**config.mk**
```make
export PLATFORM = sky130hd
export DESIGN_NAME = wb_arbiter
export DESIGN_NICKNAME = d
export VERILOG_FILES = /design/src/rtl/wb_pkg.sv /design/src/rtl/wb_rr_pick.sv /design/src/rtl/wb_arbiter.sv
export SDC_FILE = /design/constraint.sdc
export NUM_CORES = 1
export LEC_CHECK = 0
export CAP_MARGIN = 20
export CORE_AREA = 3 3 167 169
export DETAILED_ROUTE_END_ITERATION = 10
export DIE_AREA = 0 0 170 172
export SLEW_MARGIN = 0
export SYNTH_ARGS = -nofsm -noshare
export SYNTH_HDL_FRONTEND = slang
export SYNTH_SLANG_ARGS = --single-unit
```
**constraint.sdc**
```tcl
create_clock -name clk -period 2 [get_ports clk]
set_input_delay 0.4 -clock clk [delete_from_list [all_inputs] [get_ports clk]]
set_output_delay 0.4 -clock clk [all_outputs]
set_load 0.03 [all_outputs]
```
**src/rtl/wb_pkg.sv**
```systemverilog
// Shared Wishbone widths, arbiter state encoding and a small index-width helper.
package wb_pkg;

  localparam int unsigned ADR_W = 32;
  localparam int unsigned DAT_W = 32;
  localparam int unsigned SEL_W = 4;
  localparam int unsigned CNT_W = 16;

  typedef enum logic {
    IDLE = 1'b0,
    BUSY = 1'b1
  } state_t;

  // Bits needed to hold a master index; never narrower than one bit.
  function automatic int unsigned idx_w(input int unsigned n);
    return (n > 1) ? $clog2(n) : 1;
  endfunction

endpackage

```
**src/rtl/wb_rr_pick.sv**
```systemverilog
// Combinational round-robin picker: first requester found searching upward
// from (last+1) mod NM with wrap.
module wb_rr_pick
  import wb_pkg::*;
#(
  parameter  int unsigned NM = 3,
  localparam int unsigned IW = idx_w(NM)
) (
  input  logic [NM-1:0] req,
  input  logic [IW-1:0] last,
  output logic [NM-1:0] pick,
  output logic [IW-1:0] pick_idx,
  output logic          valid
);

  int unsigned cand;

  always_comb begin
    pick     = '0;
    pick_idx = '0;
    valid    = 1'b0;
    cand     = 0;
    for (int unsigned off = 1; off <= NM; off++) begin
      cand = (int'(last) + off) % NM;
      if (!valid && req[IW'(cand)]) begin
        valid            = 1'b1;
        pick[IW'(cand)]  = 1'b1;
        pick_idx         = IW'(cand);
      end
    end
  end

endmodule

```
**src/rtl/wb_arbiter.sv**
```systemverilog
// Round-robin arbiter letting NM Wishbone masters share one slave port,
// with a stall watchdog that forces a bus error on a hung slave.
module wb_arbiter
  import wb_pkg::*;
#(
  parameter int unsigned NM      = 3,
  parameter int unsigned TIMEOUT = 255
) (
  input  logic                  clk,
  input  logic                  rst,
  input  logic [NM-1:0]         m_cyc,
  input  logic [NM-1:0]         m_stb,
  input  logic [NM-1:0]         m_we,
  input  logic [SEL_W*NM-1:0]   m_sel,
  input  logic [ADR_W*NM-1:0]   m_adr,
  input  logic [DAT_W*NM-1:0]   m_dat_w,
  output logic [DAT_W*NM-1:0]   m_dat_r,
  output logic [NM-1:0]         m_ack,
  output logic [NM-1:0]         m_err,
  output logic                  s_cyc,
  output logic                  s_stb,
  output logic                  s_we,
  output logic [SEL_W-1:0]      s_sel,
  output logic [ADR_W-1:0]      s_adr,
  output logic [DAT_W-1:0]      s_dat_w,
  input  logic [DAT_W-1:0]      s_dat_r,
  input  logic                  s_ack,
  input  logic                  s_err,
  output logic [NM-1:0]         grant,
  output logic                  timeout
);

  localparam int unsigned IW = idx_w(NM);

  state_t           state;
  logic [IW-1:0]    owner;
  logic [IW-1:0]    last;
  logic [CNT_W-1:0] stall_cnt;

  logic [NM-1:0]    pick;
  logic [IW-1:0]    pick_idx;
  logic             pick_valid;
  logic             busy;
  logic             stalled;
  logic             force_err;

  wb_rr_pick #(.NM(NM)) u_pick (
    .req      (m_cyc),
    .last     (last),
    .pick     (pick),
    .pick_idx (pick_idx),
    .valid    (pick_valid)
  );

  // rst gates the bus directly so a reset mid-transfer releases it at once.
  assign busy      = (state == BUSY) && !rst;
  assign stalled   = busy && s_stb && !(s_ack || s_err);
  assign force_err = stalled && (stall_cnt == CNT_W'(TIMEOUT));

  // Slave port follows the owner; grant is one-hot so the loop is a plain mux.
  always_comb begin
    s_cyc   = 1'b0;
    s_stb   = 1'b0;
    s_we    = 1'b0;
    s_sel   = '0;
    s_adr   = '0;
    s_dat_w = '0;
    if (busy) begin
      for (int unsigned i = 0; i < NM; i++) begin
        if (grant[i]) begin
          s_cyc   = m_cyc[i];
          s_stb   = m_stb[i];
          s_we    = m_we[i];
          s_sel   = m_sel[i*SEL_W +: SEL_W];
          s_adr   = m_adr[i*ADR_W +: ADR_W];
          s_dat_w = m_dat_w[i*DAT_W +: DAT_W];
        end
      end
    end
  end

  always_comb begin
    m_ack = '0;
    m_err = '0;
    for (int unsigned i = 0; i < NM; i++) begin
      m_ack[i] = busy && grant[i] && s_ack;
      m_err[i] = busy && grant[i] && (s_err || force_err);
    end
  end

  assign m_dat_r = {NM{s_dat_r}};

  // Arbitration state, ownership bookkeeping and stall watchdog.
  always_ff @(posedge clk or posedge rst) begin
    if (rst) begin
      state     <= IDLE;
      grant     <= '0;
      owner     <= '0;
      last      <= IW'(NM - 1);
      stall_cnt <= '0;
      timeout   <= 1'b0;
    end else begin
      timeout <= force_err;
      if (!stalled || force_err) begin
        stall_cnt <= '0;
      end else begin
        stall_cnt <= stall_cnt + CNT_W'(1);
      end
      case (state)
        IDLE: begin
          if (pick_valid) begin
            grant <= pick;
            owner <= pick_idx;
            state <= BUSY;
          end
        end
        BUSY: begin
          if (!m_cyc[owner]) begin
            last  <= owner;
            grant <= '0;
            state <= IDLE;
          end
        end
        default: begin
          grant <= '0;
          state <= IDLE;
        end
      endcase
    end
  end

endmodule
```
==> flow_summary.yaml <==
layout:
  drive_gt1_share_pct: 40.2
  regArea_um2: 633
  syn_to_final_growth_pct: 122
  fin_nets: 1078
  fillers: 2803
  n_antenna_cell: 0
  fin_util_pct: 31.5
  multi_input_area_mm2: 0.00307
  post_layout_nonfiller_instances: 1164
route:
  wl_um: 21000
  viasPerCell: 4.31
  drt.antenna.violating_nets: 0
  drc_errors: 0
  drt_iter0_markers: 194
  vias: 5021
  dr.pass1.iters: 4
  routedWlPerCell_um: 18.0
power_and_ir_drop:
  clkPwrFrac_pct: 5.9
  total_power_mw: 7.55
  ir_worst_vdd_uv: 444
  p_seq_share_pct: 8.7
  power.density_mw_per_mm2: 898
  intPower_mw: 3.86
  power.leakage_nw: 3.17
  p_comb_share_pct: 85.4
  p_sw_mw: 3.69
  swShare_pct: 48.9
synthesis:
  synth.area.top_cells: "buf_4 (19%), nor2_1 (16%), dfrtp_1 (16%), a22oi_1 (14%), a21oi_1 (9.8%)"
  synth.avg_cell_area_um2: 6.63
  netlist_top_cells_count: "nor2_1 (166), buf_4 (98), a21oi_1 (74)"
  yosysMostFrequentCell: "nor2_1"
  yosysTopAreaCell: "buf_4"
  ys.warnings.count: 0
  synth_async_sr_flop_share_pct: 100
  synth_edf_count: 0
  synthFlopType: "dfrtp_1"
  ys_seq_area_share_pct: 16.5
  yosysTopAreaCellShare_pct: 19.4
  syn-num-nets: 826
  syn_area_mm2: 0.00379
  ys_ff_latch: 25
  yosysUniqueCellTypes: 42
  synthCells: 572
floorplan:
  die_x_um: 170
  die_h_um: 172
  core-area_mm2: 0.0267
  die_area_mm2: 0.0292
  start_util_pct: 14.2
  num_io_pins: 426
  rows: 60
global_route:
  antenna_found_initial: 0
  grt_pass1_vias: 4918
  grt_max_degree: 46
  globalRouteOverflowTotal: 0
  grt_use_total_pct: 12.3
  grt_first_pass_wirelength_um: 28200
setup_path:
  cp-start-kind: "flip-flop"
  crit_fanout: 4
  end_kind: "output port"
  path_class: "reg -> out"
  cp_data_arrival_time_ps: 2030
  critPathRequiredTime_ps: 1600
timing:
  holdWs_ps: 462
  worst_slack_ps: -431
  period_share_pct: 122
  worstMarginPinSlew_ps: 491
  setup_viol: 75
  min_period_ps: 2430
  fin_skew_ps: 3.37
  slew_headroom_pct: 67.0
  hold_viol: 0
  slew_viol_final: 0
  fmax_mhz: 411
  rsz0062_at_grt: "yes"
placement:
  gp_congestion: 0.784
  io_buffers: 297
  dp.cells: 1146
  hpwlAfterDp_um: 15900
clocking:
  clkLatencyLatePin_ps: 260
  numCtsBuffers: 3
  path_clk_slew_ps: 60
  cts_tree: "built"
  cts-root-buf: "clkbuf_16"
  clock_sinks: 25
  cts_buffer_depth: 2
  htreeDepth: 1
status:
  violations: "setup timing"
  status: "finished, violations left"
job:
  drv_cap: 0
min_path:
  min_path_type: "in -> async"
kinds of logic (layout without fill, tap and decap cells):
logic type               Yosys count  count (layout)  share of synthesized area, %
AO/OA/AOI/OAI                    161             161                          28.1
AND/OR/NAND/NOR                  212             212                          23.8
multiplexers                       8               8                          2.24
flip-flops                        25              25                          16.5
adder cells (fa/ha/maj)            5               5                          1.65
XOR/XNOR                          14              14                          3.23
buffers and inverters            147             398                          24.5
power groups by stage:
stage               Clock (mW)  Combinational (mW)  Sequential [mW]
floorplan                    0                3.50            0.690
global placement             0                5.54            0.667
detailed placement           0                5.57            0.667
CTS                      0.458                6.22            0.657
global route             0.479                6.90            0.669
finish                   0.445                6.45            0.658
flip-flops by register name, summed over array words and instances, names as in the netlist:
signal and count:
grant 3, state 1, owner 2, timeout 1, last 2, stall_cnt 16
placed cells by master, fill, tap and decap left out, types with 6 or more instances in the layout:
| master | Yosys | final |
|---|---|---|
| clkdlybuf4s50_1 | 0 | 215 |
| nand3_1 | 7 | 6 |
| xor2_1 | 8 | 8 |
| nor2_1 | 166 | 95 |
| a22oi_1 | 69 | 66 |
| buf_12 | 0 | 36 |
| nor2_4 | 0 | 58 |
| dfrtp_1 | 24 | 21 |
| buf_4 | 98 | 71 |
| a21oi_2 | 0 | 52 |
| a21oi_1 | 74 | 22 |
| inv_1 | 9 | 8 |
| buf_6 | 1 | 52 |
| nor2_2 | 0 | 13 |
| xnor2_1 | 6 | 6 |
| and3_1 | 9 | 9 |
critical path: stages (launching register included):
cell and delay (ps):
dfrtp_2 430, nand3b_1 220, a2111oi_4 350, a41oi_2 190, nor2_2 180, buf_4 140
and2_4 140, buf_6 120
final timing paths:
kind                                   start            to  slack, ps  cells after the start
worst max register to register       last[1]      owner[0]        -20                      6
worst min-delay path                     rst         state        460                      4
max in group asynchronous                rst       last[1]       1250                      4
min in group clk                stall_cnt[0]  stall_cnt[0]        540                      2
worst max-delay path                grant[1]      m_err[1]       -430                      7
worst min register to register  stall_cnt[0]  stall_cnt[0]        540                      2
metal layers:
metal,track usage (%),wire length (um),vias up
met2,23.2,11200,263
li1,-,-,2379
met5,0,0,-
met1,14.8,7940,2371
met4,1.06,87,0
met3,3.09,1780,8
area by class of cell:
| class | count | share of cell area, % |
|---|---|---|
| inverters | 9 | 0.401 |
| flip-flops and latches | 25 | 7.52 |
| clock inverters | 1 | 0.0892 |
| multi-input cells | 400 | 36.5 |
| repair buffers | 385 | 49.6 |
| well taps | 341 | 5.07 |
| clock buffers | 3 | 0.892 |
through the flow:
| step | setup WS, ps | instance area [um^2] | setup TNS, ps |
|---|---|---|---|
| 4_1_cts | -490 | 8190 | -25050 |
| 2_1_floorplan | -141 | 4330 | -503 |
| 3_3_place_gp | -670 | 7600 | -22490 |
| 6_report | -431 | 8410 | -20360 |
| 5_1_grt | -531 | 8410 | -28330 |
| 3_5_place_dp | -678 | 7600 | -23520 |
what timing repair did:
item,4_1_cts,5_1_grt
setup endpoints to repair,80,80
gates resized for setup,95,60
cloned,3,1
hold buffers,0,0
pin swaps,18,33
setup buffers,10,10
(Power assumes the default switching activity.)
